--- src/rtl/display_scan.sv ---
// display_scan -- eight-digit multiplexed seven-segment driver.
//
// Scans the eight hex digits of a 32-bit snapshot of `display`, one digit
// every SCAN_DIV clock cycles. The snapshot is reloaded only at the frame
// wrap (digit 7 -> digit 0), so a digit never changes in the middle of a
// frame. All outputs (an, seg, frame) are registered and lag the scan state
// by one cycle.
//
// Optional feature: define DISPLAY_SCAN_LZB_EN to enable leading-zero
// blanking. Digit k > 0 is blanked when every snapshot nibble from k upward
// is zero. Digit 0 is never blanked. Without the macro, all eight digits are
// always decoded and no blanking logic exists.

module display_scan #(
  parameter int SCAN_DIV = 100000
) (
  input  logic        clk,
  input  logic        CLR,
  input  logic [31:0] display,
  input  logic        hold,
  output logic [7:0]  an,
  output logic [7:0]  seg,
  output logic        frame
);

  // The prescaler needs at least one bit, even when SCAN_DIV == 1.
  localparam int              PW     = (SCAN_DIV > 1) ? $clog2(SCAN_DIV) : 1;
  localparam logic [PW-1:0]   P_LAST = PW'(SCAN_DIV - 1);

  // Scan state
  logic [PW-1:0] r_pcnt;
  logic [2:0]    r_idx;
  logic [31:0]   r_snap;
  logic          r_wrap;

  // Registered outputs
  logic [7:0]    r_an;
  logic [7:0]    r_seg;
  logic          r_frame;

  // Decode path
  logic          w_tick;
  logic          w_wrap;
  logic [4:0]    w_bit_base;
  logic [3:0]    w_nibble;
  logic [7:0]    w_seg_dec;
  logic [7:0]    w_seg_next;

  // Active-low hex decode, {dp,g,f,e,d,c,b,a}; dp is always off.
  function automatic logic [7:0] hex_to_seg(input logic [3:0] v);
    logic [7:0] s;
    case (v)
      4'h0:    s = 8'hC0;
      4'h1:    s = 8'hF9;
      4'h2:    s = 8'hA4;
      4'h3:    s = 8'hB0;
      4'h4:    s = 8'h99;
      4'h5:    s = 8'h92;
      4'h6:    s = 8'h82;
      4'h7:    s = 8'hF8;
      4'h8:    s = 8'h80;
      4'h9:    s = 8'h90;
      4'hA:    s = 8'h88;
      4'hB:    s = 8'h83;
      4'hC:    s = 8'hC6;
      4'hD:    s = 8'hA1;
      4'hE:    s = 8'h86;
      default: s = 8'h8E;
    endcase
    return s;
  endfunction

  // The tick ends each digit slot; the wrap tick ends the frame.
  assign w_tick     = (r_pcnt == P_LAST);
  assign w_wrap     = w_tick && (r_idx == 3'd7);

  // Select the nibble for the current digit from the current snapshot.
  assign w_bit_base = {r_idx, 2'b00};
  assign w_nibble   = r_snap[w_bit_base +: 4];
  assign w_seg_dec  = hex_to_seg(w_nibble);

`ifdef DISPLAY_SCAN_LZB_EN
  logic w_blank;

  // Blank a leading zero: this digit and every digit above it are zero.
  // Digit 0 always shows, so a zero word still displays a single "0".
  assign w_blank = (r_idx != 3'd0) && ((r_snap >> w_bit_base) == 32'd0);

  // Segment value for the next output register update, with blanking.
  always_comb begin
    // NOTE: default first so every path assigns it and no latch is inferred.
    w_seg_next = w_seg_dec;
    if (w_blank) begin
      w_seg_next = 8'hFF;
    end
  end
`else
  // Segment value for the next output register update, no blanking.
  always_comb begin
    w_seg_next = w_seg_dec;
  end
`endif

  // Prescaler: counts 0..SCAN_DIV-1 and wraps on the tick.
  always_ff @(posedge clk or negedge CLR) begin
    // NOTE: sequential state uses non-blocking assignments so every register
    // samples pre-edge values, independent of block ordering.
    if (!CLR) begin
      r_pcnt <= '0;
    end else if (w_tick) begin
      r_pcnt <= '0;
    end else begin
      r_pcnt <= r_pcnt + PW'(1);
    end
  end

  // Digit index: advances once per tick, wrapping 7 -> 0 naturally.
  always_ff @(posedge clk or negedge CLR) begin
    if (!CLR) begin
      r_idx <= 3'd0;
    end else if (w_tick) begin
      r_idx <= r_idx + 3'd1;
    end
  end

  // Snapshot: reloaded only on the wrap tick, and only when hold is low.
  always_ff @(posedge clk or negedge CLR) begin
    if (!CLR) begin
      r_snap <= 32'd0;
    end else if (w_wrap && !hold) begin
      r_snap <= display;
    end
  end

  // Frame marker: delayed one extra cycle so the pulse lines up with the
  // output register showing digit 0 of the new snapshot.
  always_ff @(posedge clk or negedge CLR) begin
    if (!CLR) begin
      r_wrap  <= 1'b0;
      r_frame <= 1'b0;
    end else begin
      r_wrap  <= w_wrap;
      r_frame <= r_wrap;
    end
  end

  // Output register: anode and segments from the current index and snapshot.
  always_ff @(posedge clk or negedge CLR) begin
    if (!CLR) begin
      r_an  <= 8'hFF;
      r_seg <= 8'hFF;
    end else begin
      r_an  <= ~(8'b1 << r_idx);
      r_seg <= w_seg_next;
    end
  end

  assign an    = r_an;
  assign seg   = r_seg;
  assign frame = r_frame;

endmodule
--- config.mk ---
export PLATFORM = sky130hd
export DESIGN_NAME = display_scan
export DESIGN_NICKNAME = d
export VERILOG_FILES = /design/src/rtl/display_scan.sv
export SDC_FILE = /design/constraint.sdc
export NUM_CORES = 1
export LEC_CHECK = 0
export ABC_AREA = 0
export CAP_MARGIN = 5
export CORE_ASPECT_RATIO = 1.1
export CORE_MARGIN = 2
export CORE_UTILIZATION = 35
export CTS_CLUSTER_DIAMETER = 150
export DETAILED_ROUTE_END_ITERATION = 8
export PLACE_DENSITY = 0.65
export RECOVER_POWER = 25
export SLEW_MARGIN = 20
export SYNTH_ARGS = -nofsm -noshare
export SYNTH_HDL_FRONTEND = slang
export SYNTH_SLANG_ARGS = --single-unit
--- constraint.sdc ---
create_clock -name clk -period 5.2 [get_ports clk]
set_input_delay 1.3 -clock clk [delete_from_list [all_inputs] [get_ports clk]]
set_output_delay 1.3 -clock clk [all_outputs]
set_load 0.01 [all_outputs]
## Yosys cells after proc, flatten, opt, wreduce, memory -nomap -nowiden

Memories as Yosys holds them, arrays and structs flattened. A register that Yosys moved wholly into a read port is not among the register bits.
Cells that the tools add are included.

- $add $sub $neg: 2
- Equality and inequality tests: 2
- Shift-type cells: 2
- Muxes and demuxes: 1
- Bitwise gates (word level): 1
- Reductions and logical operators: 4

Operators by type and width:

| kind | number |
|---|---|
| variable part select 32 x 6 -> 4 bit | 1 |
| adder 17 x 1 -> 17 bit (second input constant) | 1 |
| == test 17 bit (second input constant) | 1 |
| 2-to-1 mux 17 bit | 1 |
| NOT 8 bit | 1 |
| << shifter 1 x 3 -> 8 bit (first input constant) | 1 |
| adder 3 x 1 -> 3 bit (second input constant) | 1 |
| == test 3 bit (second input constant) | 1 |
| logical AND 1 bit | 2 |
| logical NOT 1 bit | 2 |

- Bits in registers: 70
- ROM bits: 112
- Bits of input ports: 35
- Output and inout bits: 17
- Logic and storage cells: 20
- Memories kept: 1

Memories:

| name | depth | width | rd ports | clocked after Yosys merged registers in | wr ports | line | source |
|---|---|---|---|---|---|---|---|
| (name not given) | 16 | 7 | 1 | 1 | 0 | 52 | `case (v)` |

## Logic depth before layout (Yosys ltp)

Gate-level depths: netlist (run 1).

- Word-level depth: 3
- Depth in mapped cells: 8
- Gate-level depth less buffers: 7

## Worst setup path after synthesis (run 1)

OpenSTA, ideal clock, no wires.

- Path type: input port to flip-flop
- Start point: input hold
- End point: register r_snap[0]
- Setup time: 0.125 ns
- Arrival time: 2.236 ns
- Required time: 5.075 ns
- Path slack: 2.839 ns
- Stages: 4
- Cell sequence: nand2b_1 -> nor4_4 -> buf_4 -> mux2_2

- Word-level cells in the longest chain between the ends: 2

Ends and longest elaborated chain:

| item | line | source |
|---|---|---|
| from (decl) | 20 | `input logic hold,` |
| logical NOT 1 bit | 130 | `end else if (w_wrap && !hold) begin` |
| logical AND 1 bit | 130 |  |
| to (signal assigned) | 131 | `r_snap <= display;` |
| to (decl) | 33 | `logic [31:0] r_snap;` |

No other way between the ends.
A chain may end at the register's enable or synchronous reset.

## Worst setup path after layout (run 1)

- Start point: register r_idx[0]
- End point: register r_seg[4], in the netlist seg[4]

- Word-level cells in the longest chain between the ends: 1

Ends and longest elaborated chain:

| item | line | source |
|---|---|---|
| from (decl) | 32 | `logic [2:0] r_idx;` |
| from (signal assigned) | 122 | `r_idx <= r_idx + 3'd1;` |
| variable part select 32 x 6 -> 4 bit | 79 | `assign w_nibble = r_snap[w_bit_base +: 4];` |
| to (decl) | 38 | `logic [7:0] r_seg;` |

No other way between the ends.

==> results.md, run 1 <==
| Parameter | Reported | Unit |
| --- | --- | --- |
| Share of final-layout standard cells stronger than drive strength 1 | 27.1 | % |
| Area share of the leading cell type in the synthesized netlist | 42.0 | % |
| Seq/Total Area, Yosys | 54.2 | % |
| Hold Crit Class | reg -> reg | - |
| Number of nets in the layout | 337 | - |
| Register-to-register setup slack | 2380 | ps |
| Unrepaired setup endpoints after global routing | no | - |
| Wire length of the first global-routing pass | 9170 | µm |
| Power per cell area | 250 | nW/µm² |
| Hold Buf Count CTS | 0 | - |
| Final WS setup | 2380 | ps |
| Main combinational cell family by area after synthesis | multiplexers | - |
| Period utilisation layout | 54.3 | % |
| Clock skew | 6.78 | ps |
| Max Transition Viols Final | 0 | - |
| Via-per-instance ratio | 4.75 | - |
| Area enclosed by the die boundary | 9990 | µm² |
| Num CTS Buffers | 9 | - |
| Clock network latency to the later pin of the worst-skew pair | 330 | ps |
| Mean post-synth cell area | 13.8 | µm² |
| Category of the worst setup path capture point | flop | - |
| FFs w/ async S/R, synth | 100 | % |
| Setup fix buffers added after clock tree synthesis | 0 | - |
| Result of the run | complete, no violations | - |
| Number of flops mapped to enable cells by yosys | 0 | - |
| Clock tree from TritonCTS | built | - |
| Data required time of the critical path | 5450 | ps |
| Adder-Cell Fraction of Synth Area | 4.66 | % |
| Boundary Pins | 52 | - |
| Post-layout min period | 2820 | ps |
| Number of flip-flops and latches in the synthesized netlist | 69 | - |
| Sequential group share of total power | 53.4 | % |
| Max capacitance violation total | 0 | - |
| Flip-flop cell with the highest count after synthesis | sky130_fd_sc_hd__dfrtp_1 | - |
| Part of the total power dissipated in the clock network | 43.0 | % |
| Ant diodes | 0 | - |
| Total core area | 8920 | µm² |
| Switching power summed over all nets | 213 | µW |
| Pin count of the biggest net entering global routing | 70 | - |
| Static leakage power | 1.83 | nW |
| Count of endpoints failing hold in the final timing report | 0 | - |
| Row cnt | 36 | - |
| Via count of the first global-routing pass | 1934 | - |
| Die span in y | 105 | µm |
| Arrival time of the worst setup path | 3080 | ps |
| Synthesis-to-layout area growth | 24.8 | % |
| Die span in x | 95.5 | µm |
| Global Route Usage Sum | 11.9 | % |
| RD Place Congestion | 0.743 | - |
| Net count after synthesis | 281 | - |
| Simple-gate portion of the synthesized area | 9.17 | % |
| Grt total ovfl | 0 | - |
| Share of total power in combinational logic | 3.6 | % |
| Number of violations reported at the end of detailed-routing iteration 0 | 107 | - |
| DP Wirelength | 3670 | µm |
| Worst-Margin Slew | 855 | ps |
| Clock slew seen by the registers of the worst setup and hold paths | 70 | ps |
| # clock sinks | 69 | - |
| Detailed Route WL | 5420 | µm |
| Port bufs | 50 | - |
| Total of cells resized after clock tree synthesis | 0 | - |
| Post-synthesis compound-gate area fraction | 2.02 | % |
| Router iterations before antenna repair | 4 | - |
| DRC Markers | 0 | - |
| CP max FO | 11 | - |
| Crit path launch type | flop | - |
| Avg WL per Cell | 13.2 | µm |
| Tot Pwr | 1.01 | mW |
| TNS Setup | 0 | ps |
| Xor/xnor share of the synthesized area | 4.08 | % |
| Post-synth cell types | 41 | - |
| Number of levels the H-tree was split into | 3 | - |
| Cell types with the largest area share after synthesis | sky130_fd_sc_hd__dfrtp_1 (42%), sky130_fd_sc_hd__dfstp_2 (12%), sky130_fd_sc_hd__mux2_2 (12%), sky130_fd_sc_hd__ha_1 (4.7%), sky130_fd_sc_hd__mux4_1 (3.3%) | - |
| Vias | 1944 | - |
| Count of yosys warnings during synthesis | 0 | - |
| Initial cell density of the core | 36.1 | % |
| Number of buffers on the longest clock path | 2 | - |
| Total standard cell area after synthesis | 3220 | µm² |
| Final setup violation count | 0 | - |
| Synth Instances | 234 | - |
| Initial antenna violation count | 0 | - |
| Place WS | 2220 | ps |
| Cell type contributing the most total cell area after synthesis | sky130_fd_sc_hd__dfrtp_1 | - |
| Switching Share | 21.2 | % |
| Antenna viol nets, final | 0 | - |
| Mux share of post-synthesis cell area | 22.6 | % |
| CTS Root Buffer Type | sky130_fd_sc_hd__clkbuf_8 | - |
| Crit Path Category | reg -> reg | - |
| Worst ir drop on vdd | 0.136 | mV |
| Max transition margin | 43.0 | % |
| Max Clock Freq | 354 | MHz |
| Internal power | 793 | µW |
[worst max-delay path: stages, from the launching register on]
cell                      delay, ps
sky130_fd_sc_hd__dfrtp_1        730
sky130_fd_sc_hd__mux4_1         630
sky130_fd_sc_hd__mux2i_1        530
sky130_fd_sc_hd__inv_1          150
sky130_fd_sc_hd__ha_1           270
sky130_fd_sc_hd__mux2_2         270
sky130_fd_sc_hd__o21ai_0        170
[stage by stage]
stage | std cells | hold WS (ps) | area (µm²) | utilization [%]
4_1_cts | 409 | 355 | 4020 | 45.1
5_1_grt | 409 | 362 | 4020 | 45.1
6_report | 409 | 351 | 4020 | 45.1
2_1_floorplan | 234 | 331 | 3220 | -
3_3_place_gp | 393 | 334 | 3820 | 42.9
3_5_place_dp | 393 | 339 | 3820 | 42.9
[cell usage after synthesis, types with 3 or more instances]
| cell type | n |
|---|---|
| sky130_fd_sc_hd__o21ai_0 | 3 |
| sky130_fd_sc_hd__or3_1 | 3 |
| sky130_fd_sc_hd__nor3_1 | 4 |
| sky130_fd_sc_hd__ha_1 | 12 |
| sky130_fd_sc_hd__nand2_1 | 12 |
| sky130_fd_sc_hd__xor2_1 | 5 |
| sky130_fd_sc_hd__inv_1 | 10 |
| sky130_fd_sc_hd__xnor2_1 | 10 |
| sky130_fd_sc_hd__mux2_2 | 35 |
| sky130_fd_sc_hd__nand3_1 | 8 |
| sky130_fd_sc_hd__mux2i_1 | 8 |
| sky130_fd_sc_hd__dfstp_2 | 15 |
| sky130_fd_sc_hd__dfrtp_1 | 54 |
| sky130_fd_sc_hd__nand4_1 | 4 |
| sky130_fd_sc_hd__nor2_1 | 10 |
| sky130_fd_sc_hd__buf_4 | 5 |
| sky130_fd_sc_hd__mux4_2 | 4 |
| sky130_fd_sc_hd__mux4_1 | 4 |
[power by group through the flow]
stage	clock, mW	sequential [mW]	combinational, mW
6_report	0.433	0.537	0.0363
5_1_grt	0.475	0.537	0.0404
4_1_cts	0.448	0.537	0.0378
3_5_place_dp	0	0.547	0.0378
3_3_place_gp	0	0.547	0.0378
2_1_floorplan	0	0.547	0.00119
[routing by layer]
| metal | GRT usage, % | part of all wire (%) |
|---|---|---|
| met3 | 3.75 | 3.3 |
| met4 | 4.59 | 0.78 |
| met5 | 0 | 0 |
| met1 | 15.6 | 46 |
| met2 | 18.4 | 50 |
[cell type report]
type                       count  area [µm²]
multi-input combinational    146        1380
tap                          114         143
inverter                      11        41.3
sequential                    69        1750
fill                         804        4900
clock inverter                 6        62.6
clock buffer                  10         138
timing repair buffer          53         514
[logic make-up after synthesis]
group | after synthesis
flip-flops | 69
multiplexers | 54
AND/OR/NAND/NOR | 54
buffers and inverters | 19
XOR/XNOR | 15
adder cells (fa/ha/maj) | 12
AO/OA/AOI/OAI | 10
other | 1
[final timing paths]
check / from / to / cells past startpoint
worst max-delay path: r_idx[0]$_DFFE_PN0N_ / seg[4]$_DFF_PN1_ / 6
worst min register to register: r_wrap$_DFF_PN0_ / frame$_DFF_PN0_ / 0
min in group asynchronous: CLR / r_snap[30]$_DFFE_PN0P_ / 2
worst max register to register: r_idx[0]$_DFFE_PN0N_ / seg[4]$_DFF_PN1_ / 6
worst min-delay path: r_wrap$_DFF_PN0_ / frame$_DFF_PN0_ / 0
max in group asynchronous: CLR / frame$_DFF_PN0_ / 2
[registers in the layout, summed over array words and instances (netlist names)]
register and cells:
r_snap 32, r_pcnt 17, r_wrap 1, frame 1
seg 7, r_idx 3, an 8
[placed cells by master (no fill, tap or decap), types with 2 or more instances in the layout]
| cell type | netlist | final |
|---|---|---|
| sky130_fd_sc_hd__xor2_1 | 5 | 5 |
| sky130_fd_sc_hd__clkinv_2 | 0 | 3 |
| sky130_fd_sc_hd__mux4_1 | 4 | 4 |
| sky130_fd_sc_hd__nor2_1 | 10 | 10 |
| sky130_fd_sc_hd__mux2i_4 | 2 | 2 |
| sky130_fd_sc_hd__nand4_1 | 4 | 4 |
| sky130_fd_sc_hd__buf_4 | 5 | 2 |
| sky130_fd_sc_hd__mux2_2 | 35 | 35 |
| sky130_fd_sc_hd__xnor2_1 | 10 | 10 |
| sky130_fd_sc_hd__or3_1 | 3 | 3 |
| sky130_fd_sc_hd__dfrtp_1 | 54 | 54 |
| sky130_fd_sc_hd__nor4_1 | 2 | 2 |
| sky130_fd_sc_hd__mux4_2 | 4 | 4 |
| sky130_fd_sc_hd__dfstp_2 | 15 | 15 |
| sky130_fd_sc_hd__nand3_1 | 8 | 8 |
| sky130_fd_sc_hd__clkdlybuf4s50_1 | 0 | 49 |
| sky130_fd_sc_hd__a21oi_1 | 2 | 2 |
| sky130_fd_sc_hd__ha_1 | 12 | 12 |
| sky130_fd_sc_hd__o21ai_0 | 3 | 3 |
| sky130_fd_sc_hd__nand2_1 | 12 | 12 |
| sky130_fd_sc_hd__nor3_1 | 4 | 4 |
| sky130_fd_sc_hd__and4_1 | 2 | 2 |
| sky130_fd_sc_hd__mux2i_1 | 8 | 8 |
| sky130_fd_sc_hd__clkbuf_8 | 0 | 10 |
| sky130_fd_sc_hd__clkinv_4 | 0 | 2 |
| sky130_fd_sc_hd__inv_1 | 10 | 10 |
Power figures use the tool's default switching activity.
==> run 2, diff against run 1 <==
PLACE_DENSITY = 0.67   (was 0.65)
clock period = 2.3 ns   (was 5.2 ns; I/O delays follow)
==> run 2 against run 1 <==
The flow now finishes with violations (capacitance limit, slew limit). Clock-buffer cell count is 3 higher. Global-route usage is 0.45 points higher. Total power is 130% higher. Flip-flop and latch count stayed put. Highest routed layer unchanged.
==> results.md, run 2 (synthesis gave the netlist of run 1 again) <==
| Parameter | Reported | Unit | Change |
| --- | --- | --- | --- |
| Power per cell area | 566 | nW/µm² | +130% |
| Arrival time of the worst setup path | 2380 | ps | -700 ps |
| Die span in y | 105 | µm | unchanged |
| Category of the worst setup path capture point | flop | - |  |
| Count of endpoints failing hold in the final timing report | 0 | - | unchanged |
| Number of violations reported at the end of detailed-routing iteration 0 | 68 | - | -36% |
| Clock skew | 11.1 | ps | +4.28 ps |
| Max Clock Freq | 469 | MHz | +32% |
| Worst Hold Depth | 0 | - | unchanged |
| Ant diodes | 0 | - | unchanged |
| Tot Pwr | 2.32 | mW | +130% |
| DP Wirelength | 4030 | µm | +9.8% |
| Count of non-filler cells in the finished layout | 416 | - | +1.7% |
| Initial cell density of the core | 36.1 | % | unchanged |
| Global-route track usage on met2 | 17.9 | % | -0.55 points |
| TNS Setup | 0 | ps | unchanged |
| Clock network latency to the later pin of the worst-skew pair | 340 | ps | about the same |
| Clock tree from TritonCTS | built | - |  |
| Number of nets in the layout | 344 | - | +2.1% |
| Worst-Margin Slew | 1650 | ps | +795 ps |
| Vias | 1980 | - | +1.9% |
| DRC Markers | 0 | - | unchanged |
| Total core area | 8920 | µm² | unchanged |
| Number of levels the H-tree was split into | 3 | - | unchanged |
| Violated checks | capacitance limit, slew limit | - |  |
| Share of final-layout standard cells stronger than drive strength 1 | 30.1 | % | +3.0 points |
| Final design instance area without fill | 4110 | µm² | +2.2% |
| Global Route Usage Sum | 12.4 | % | +0.45 points |
| Period utilisation layout | 92.8 | % | +38 points |
| # clock sinks | 69 | - | unchanged |
| Unrepaired setup endpoints after global routing | no | - |  |
| Detailed Route WL | 5680 | µm | +4.9% |
| Highest-utilization routing layer at the global route stage | met2 | - |  |
| Final design utilization | 46.0 | % | +0.98 points |
| Max Transition Viols Final | 70 | - | +70 |
| Via count of the first global-routing pass | 1947 | - | +0.67% |
| Final setup violation count | 0 | - | unchanged |
| Row cnt | 36 | - | unchanged |
| Area after detailed placement | 3900 | µm² | +2.0% |
| Register-to-register setup slack | 170 | ps | -2210 ps |
| Area enclosed by the die boundary | 9990 | µm² | unchanged |
| Largest register by flop count | r_snap | - |  |
| Boundary Pins | 52 | - | unchanged |
| Pin count of the biggest net entering global routing | 70 | - | unchanged |
| Antenna viol nets, final | 0 | - | unchanged |
| Hold Crit Class | reg -> reg | - |  |
| Max transition margin | -10.0 | % | -53 points |
| Top library cells by usage in the layout, fill and taps aside | sky130_fd_sc_hd__dfrtp_1 (52), sky130_fd_sc_hd__clkdlybuf4s50_1 (49), sky130_fd_sc_hd__mux2_2 (35) | - |  |
| Worst r2r path cells | 6 | - | unchanged |
| Met1 capacity usage during global routing | 17.5 | % | +1.9 points |
| Max capacitance violation total | 1 | - | +1 |
| Router iterations before antenna repair | 4 | - | unchanged |
| Most common cell after layout, fill and taps aside | sky130_fd_sc_hd__dfrtp_1 | - |  |
| Avg WL per Cell | 13.7 | µm | +3.2% |
| Largest register FFs | 32 | - | unchanged |
| CP max FO | 6 | - | -5 |
| Crit path launch type | flop | - |  |
| RD Place Congestion | 0.757 | - | +1.8% |
| Result of the run | finished with violations | - |  |
| Clock slew seen by the registers of the worst setup and hold paths | 80 | ps | about the same |
| Sink of the worst hold path | frame$_DFF_PN0_ | - |  |
| Met3 track demand over resource in global routing | 3.82 | % | +0.072 points |
| Data required time of the critical path | 2550 | ps | -2900 ps |
| RR Endpoint | seg[4]$_DFF_PN1_ | - |  |
| Via-per-instance ratio | 4.76 | - | +0.14% |
| Port bufs | 50 | - | unchanged |
| Crit Path Category | reg -> reg | - |  |
| Worst Hold Launch | r_wrap$_DFF_PN0_ | - |  |
| CTS Root Buffer Type | sky130_fd_sc_hd__clkbuf_8 | - |  |
| Initial antenna violation count | 0 | - | unchanged |
| Grt total ovfl | 0 | - | unchanged |
| Num CTS Buffers | 9 | - | unchanged |
| Instance count after placement with tap cells included | 400 | - | +1.8% |
| Wire length of the first global-routing pass | 9480 | µm | +3.4% |
| Synthesis-to-layout area growth | 27.5 | % |  |
| Post-layout min period | 2130 | ps | -689 ps |
| Number of buffers on the longest clock path | 2 | - | unchanged |
| Static leakage power | 1.85 | nW | +1.3% |
| Die span in x | 95.5 | µm | unchanged |
| Launching point of the worst reg2reg path | r_idx[0]$_DFFE_PN0N_ | - |  |
| Worst ir drop on vdd | 0.296 | mV | +120% |
-- run 2: cell count changes in the layout (fill, tap and decap cells not counted) --
cell,delta
sky130_fd_sc_hd__clkinv_2,-2
sky130_fd_sc_hd__mux2i_2,+2
sky130_fd_sc_hd__clkinv_4,-2
sky130_fd_sc_hd__clkbuf_2,+1
sky130_fd_sc_hd__buf_12,+1
sky130_fd_sc_hd__dfrtp_1,-2
sky130_fd_sc_hd__dfrtp_2,+2
sky130_fd_sc_hd__clkinvlp_4,+1
sky130_fd_sc_hd__mux2i_1,-2
sky130_fd_sc_hd__clkbuf_8,+2
sky130_fd_sc_hd__buf_4,+6
-- run 2: per-stage QoR --
stage | hold WS (ps) | worst slack (ps)
2_1_floorplan | 279 | 114
3_3_place_gp | 335 | 185
3_5_place_dp | 336 | 73.4
4_1_cts | 255 | 48.1
5_1_grt | 361 | 46.8
6_report | 349 | 166
-- run 2: critical path: stages, from the launching register on --
cell and delay [ps]:
sky130_fd_sc_hd__dfrtp_2 440, sky130_fd_sc_hd__mux4_1 590, sky130_fd_sc_hd__mux2i_2 220, sky130_fd_sc_hd__inv_1 100, sky130_fd_sc_hd__ha_1 240, sky130_fd_sc_hd__mux2_2 270
sky130_fd_sc_hd__o21ai_0 180
-- run 2: power breakdown --
part	total, mW	switching (mW)	internal [mW]
combinational	0.0833	0.0330	0.0503
sequential	1.21	0	1.21
clock	1.03	0.438	0.589
-- run 2: repair_timing --
| item | in CTS | in global routing |
|---|---|---|
| setup buffers | 0 | 0 |
| hold endpoints to repair | 0 | 0 |
| hold buffers | 0 | 0 |
| endpoints found under the setup margin | 0 | 5 |
| resized for setup | 0 | 4 |
-- run 2: area by class of cell --
type | count | area, µm²
clock inverters | 3 | 42.5
repair buffers | 60 | 581
well taps | 114 | 143
clock buffers | 13 | 169
inverters | 11 | 41.3
multi-input cells | 146 | 1380
fillers | 833 | 4810
flip-flops and latches | 69 | 1750
-- run 2: worst max path at each step --
stage | from | endpoint | slack [ps] | depth (start not counted)
6_report | r_idx[0]$_DFFE_PN0N_ | seg[4]$_DFF_PN1_ | 170 | 6
5_1_grt | r_idx[0]$_DFFE_PN0N_ | seg[4]$_DFF_PN1_ | 50 | 6
4_1_cts | r_idx[0]$_DFFE_PN0N_ | seg[4]$_DFF_PN1_ | 50 | 6
3_5_place_dp | r_idx[0]$_DFFE_PN0N_ | seg[0]$_DFF_PN1_ | 70 | 6
3_3_place_gp | hold | r_snap[14]$_DFFE_PN0P_ | 190 | 5
2_1_floorplan | r_idx[0]$_DFFE_PN0N_ | seg[4]$_DFF_PN1_ | 110 | 7
-- run 2: per-layer routing --
metal | up-vias | wire length (µm)
met5 | - | 0
met4 | 0 | 90
met3 | 5 | 247
met2 | 44 | 2570
met1 | 977 | 2770
li1 | 954 | -
==> run 3, diff against run 2 <==
RECOVER_POWER = not set   (was 25)
SLEW_MARGIN = not set   (was 20)
==> run 3 against run 2 <==
The flow now finishes without violations. Maximum frequency did not move. Sequential power about the same. Register-to-register slack about the same. Largest cell class unchanged. Global-route usage did not move. Setup slack is the same. Flip-flop and latch count stayed put. Highest routed layer unchanged.
==> results.md, run 3 (synthesis gave the netlist of run 1 again) <==
| Parameter | Reported | Unit | Change |
| --- | --- | --- | --- |
| Result of the run | complete, no violations | - |  |
| Area after detailed placement | 3900 | µm² | unchanged |
| Power per cell area | 565 | nW/µm² | -0.21% |
| Wire length of the first global-routing pass | 9480 | µm | unchanged |
| Top library cells by usage in the layout, fill and taps aside | sky130_fd_sc_hd__dfrtp_1 (52), sky130_fd_sc_hd__clkdlybuf4s50_1 (49), sky130_fd_sc_hd__mux2_2 (35) | - |  |
| Highest cell delay on the worst timing path | 590 | ps | about the same |
| Static leakage power | 1.85 | nW | +0.28% |
| # clock sinks | 69 | - | unchanged |
| Initial cell density of the core | 36.1 | % | unchanged |
| Share of final-layout standard cells stronger than drive strength 1 | 30.1 | % | unchanged |
| Sequential group share of total power | 52.2 | % | about the same |
| Die span in y | 105 | µm | unchanged |
| Most common cell after layout, fill and taps aside | sky130_fd_sc_hd__dfrtp_1 | - |  |
| Crit path launch type | flop | - |  |
| Synthesis-to-layout area growth | 28.0 | % |  |
| Total core area | 8920 | µm² | unchanged |
| Internal power | 1.86 | mW | +0.16% |
| Via-per-instance ratio | 4.76 | - | unchanged |
| Part of the total power dissipated in the clock network | 44.1 | % | about the same |
| Register-to-register setup slack | 170 | ps | about the same |
| RD Place Congestion | 0.757 | - | unchanged |
| Num CTS Buffers | 9 | - | unchanged |
| Avg WL per Cell | 13.6 | µm | -0.11% |
| Number of buffers on the longest clock path | 2 | - | unchanged |
| Hold Buf Count CTS | 0 | - | unchanged |
| CTS Root Buffer Type | sky130_fd_sc_hd__clkbuf_8 | - |  |
| Global-route track usage on met2 | 17.9 | % | unchanged |
| Ant diodes | 0 | - | unchanged |
| Antenna viol nets, final | 0 | - | unchanged |
| Max Transition Viols Final | 0 | - | -100% |
| TNS Setup | 0 | ps | unchanged |
| Row cnt | 36 | - | unchanged |
| Met3 track demand over resource in global routing | 3.82 | % | unchanged |
| Category of the worst setup path capture point | flop | - |  |
| Switching Share | 20.2 | % | about the same |
| Cell with the largest stage delay on the worst path | sky130_fd_sc_hd__mux4_1 | - |  |
| Crit path buf inv count | 1 | - | unchanged |
| Largest register FFs | 32 | - | unchanged |
| Largest register by flop count | r_snap | - |  |
| Worst ir drop on vdd | 0.296 | mV | about the same |
| Grt total ovfl | 0 | - | unchanged |
| Arrival time of the worst setup path | 2380 | ps | about the same |
| Die span in x | 95.5 | µm | unchanged |
| Clock skew | 11.1 | ps | unchanged |
| Fill cell instance count of the final layout | 831 | - | -0.24% |
| Share of total power in combinational logic | 3.7 | % | about the same |
| Router iterations before antenna repair | 4 | - | unchanged |
| Pin count of the biggest net entering global routing | 70 | - | unchanged |
| Switching power summed over all nets | 471 | µW | +0.10% |
| Global Route Usage Sum | 12.4 | % | unchanged |
| Detailed Route WL | 5680 | µm | -0.11% |
| Ordered list of cells on the worst path | mux4_1 -> mux2i_2 -> inv_1 -> ha_1 -> mux2_2 -> o21ai_0 | - |  |
| Data required time of the critical path | 2550 | ps | about the same |
| CP max FO | 6 | - | unchanged |
| Area enclosed by the die boundary | 9990 | µm² | unchanged |
| Post-layout min period | 2130 | ps | unchanged |
| Highest-utilization routing layer at the global route stage | met2 | - |  |
| Final setup violation count | 0 | - | unchanged |
| Number of violations reported at the end of detailed-routing iteration 0 | 68 | - | unchanged |
| Total of cells resized after clock tree synthesis | 0 | - | unchanged |
| Number of levels the H-tree was split into | 3 | - | unchanged |
| DRC Markers | 0 | - | unchanged |
| Boundary Pins | 52 | - | unchanged |
| Clock tree from TritonCTS | built | - |  |
| DP Wirelength | 4030 | µm | unchanged |
| Final design instance area without fill | 4120 | µm² | +0.37% |
| Instance count after placement with tap cells included | 400 | - | unchanged |
| Clock network latency to the later pin of the worst-skew pair | 340 | ps | about the same |
| Number of nets in the layout | 344 | - | unchanged |
| Crit Path Category | reg -> reg | - |  |
| Period utilisation layout | 92.8 | % | unchanged |
| Critical path's top delay family | multiplexers | - |  |
| Clock slew seen by the registers of the worst setup and hold paths | 80 | ps | about the same |
| Met1 capacity usage during global routing | 17.5 | % | unchanged |
| Setup fix buffers added after clock tree synthesis | 0 | - | unchanged |
| Sequential cell area | 1750 | µm² | unchanged |
| Via count of the first global-routing pass | 1947 | - | unchanged |
| Area used by multi-input combinational logic | 1380 | µm² | unchanged |
| Vias | 1980 | - | unchanged |
| Max Clock Freq | 469 | MHz | unchanged |
| Unrepaired setup endpoints after global routing | no | - |  |
| Initial antenna violation count | 0 | - | unchanged |
| Port bufs | 50 | - | unchanged |
| Max capacitance violation total | 0 | - | -1 |
| Count of endpoints failing hold in the final timing report | 0 | - | unchanged |
| Count of non-filler cells in the finished layout | 416 | - | unchanged |
| Hold Crit Class | in -> async | - |  |
## run 3: cell count changes in the layout (fill, tap and decap cells not counted)
cell,previous run,this run
sky130_fd_sc_hd__buf_12,1,2
sky130_fd_sc_hd__clkbuf_2,1,0
## run 3: metal layers
| layer | share of wire, % | up-vias |
|---|---|---|
| met2 | 45 | 44 |
| met3 | 4.4 | 5 |
| met5 | 0 | - |
| met4 | 1.6 | 0 |
| li1 | - | 954 |
| met1 | 49 | 977 |
## run 3: stage by stage
stage | total power [mW] | util [%] | setup slack, ps | hold WS [ps]
3_3_place_gp | 1.33 | 43.7 | 185 | 335
3_5_place_dp | 1.33 | 43.7 | 73.4 | 336
5_1_grt | 2.42 | 46.2 | 46.8 | 267
6_report | 2.33 | 46.2 | 166 | 241
4_1_cts | 2.36 | 46.1 | 48.1 | 255
2_1_floorplan | 1.24 | - | 114 | 279
## run 3: path summary, 6_finish.rpt
check / startpoint / endpoint / depth (start not counted)
worst max-delay path: r_idx[0]$_DFFE_PN0N_ / seg[4]$_DFF_PN1_ / 6
worst min-delay path: CLR / r_pcnt[3]$_DFF_PN0_ / 2
worst max register to register: r_idx[0]$_DFFE_PN0N_ / seg[4]$_DFF_PN1_ / 6
worst min register to register: r_wrap$_DFF_PN0_ / frame$_DFF_PN0_ / 0
max in group asynchronous: CLR / an[7]$_DFF_PN1_ / 2
min in group clk: r_wrap$_DFF_PN0_ / frame$_DFF_PN0_ / 0
## run 3: area by class of cell
type,instances,area share [%]
Sequential cell,69,42.4
Multi-Input combinational cell,146,33.5
Timing Repair Buffer,60,14.5
Clock buffer,13,4.10
Tap cell,114,3.46
Clock inverter,3,1.03
Inverter,11,1.00
## run 3: worst register-to-register path: stages, from the launching register on
cell                      delay (ps)
sky130_fd_sc_hd__dfrtp_2         440
sky130_fd_sc_hd__mux4_1          590
sky130_fd_sc_hd__mux2i_2         220
sky130_fd_sc_hd__inv_1           100
sky130_fd_sc_hd__ha_1            240
sky130_fd_sc_hd__mux2_2          270
sky130_fd_sc_hd__o21ai_0         180
## run 3: power by group through the flow
stage	Clock (mW)	Combinational, mW	Sequential [mW]
5_1_grt	1.11	0.0956	1.21
3_3_place_gp	0	0.0894	1.24
2_1_floorplan	0	0.00268	1.24
6_report	1.03	0.0869	1.21
3_5_place_dp	0	0.0894	1.24
4_1_cts	1.06	0.0897	1.21
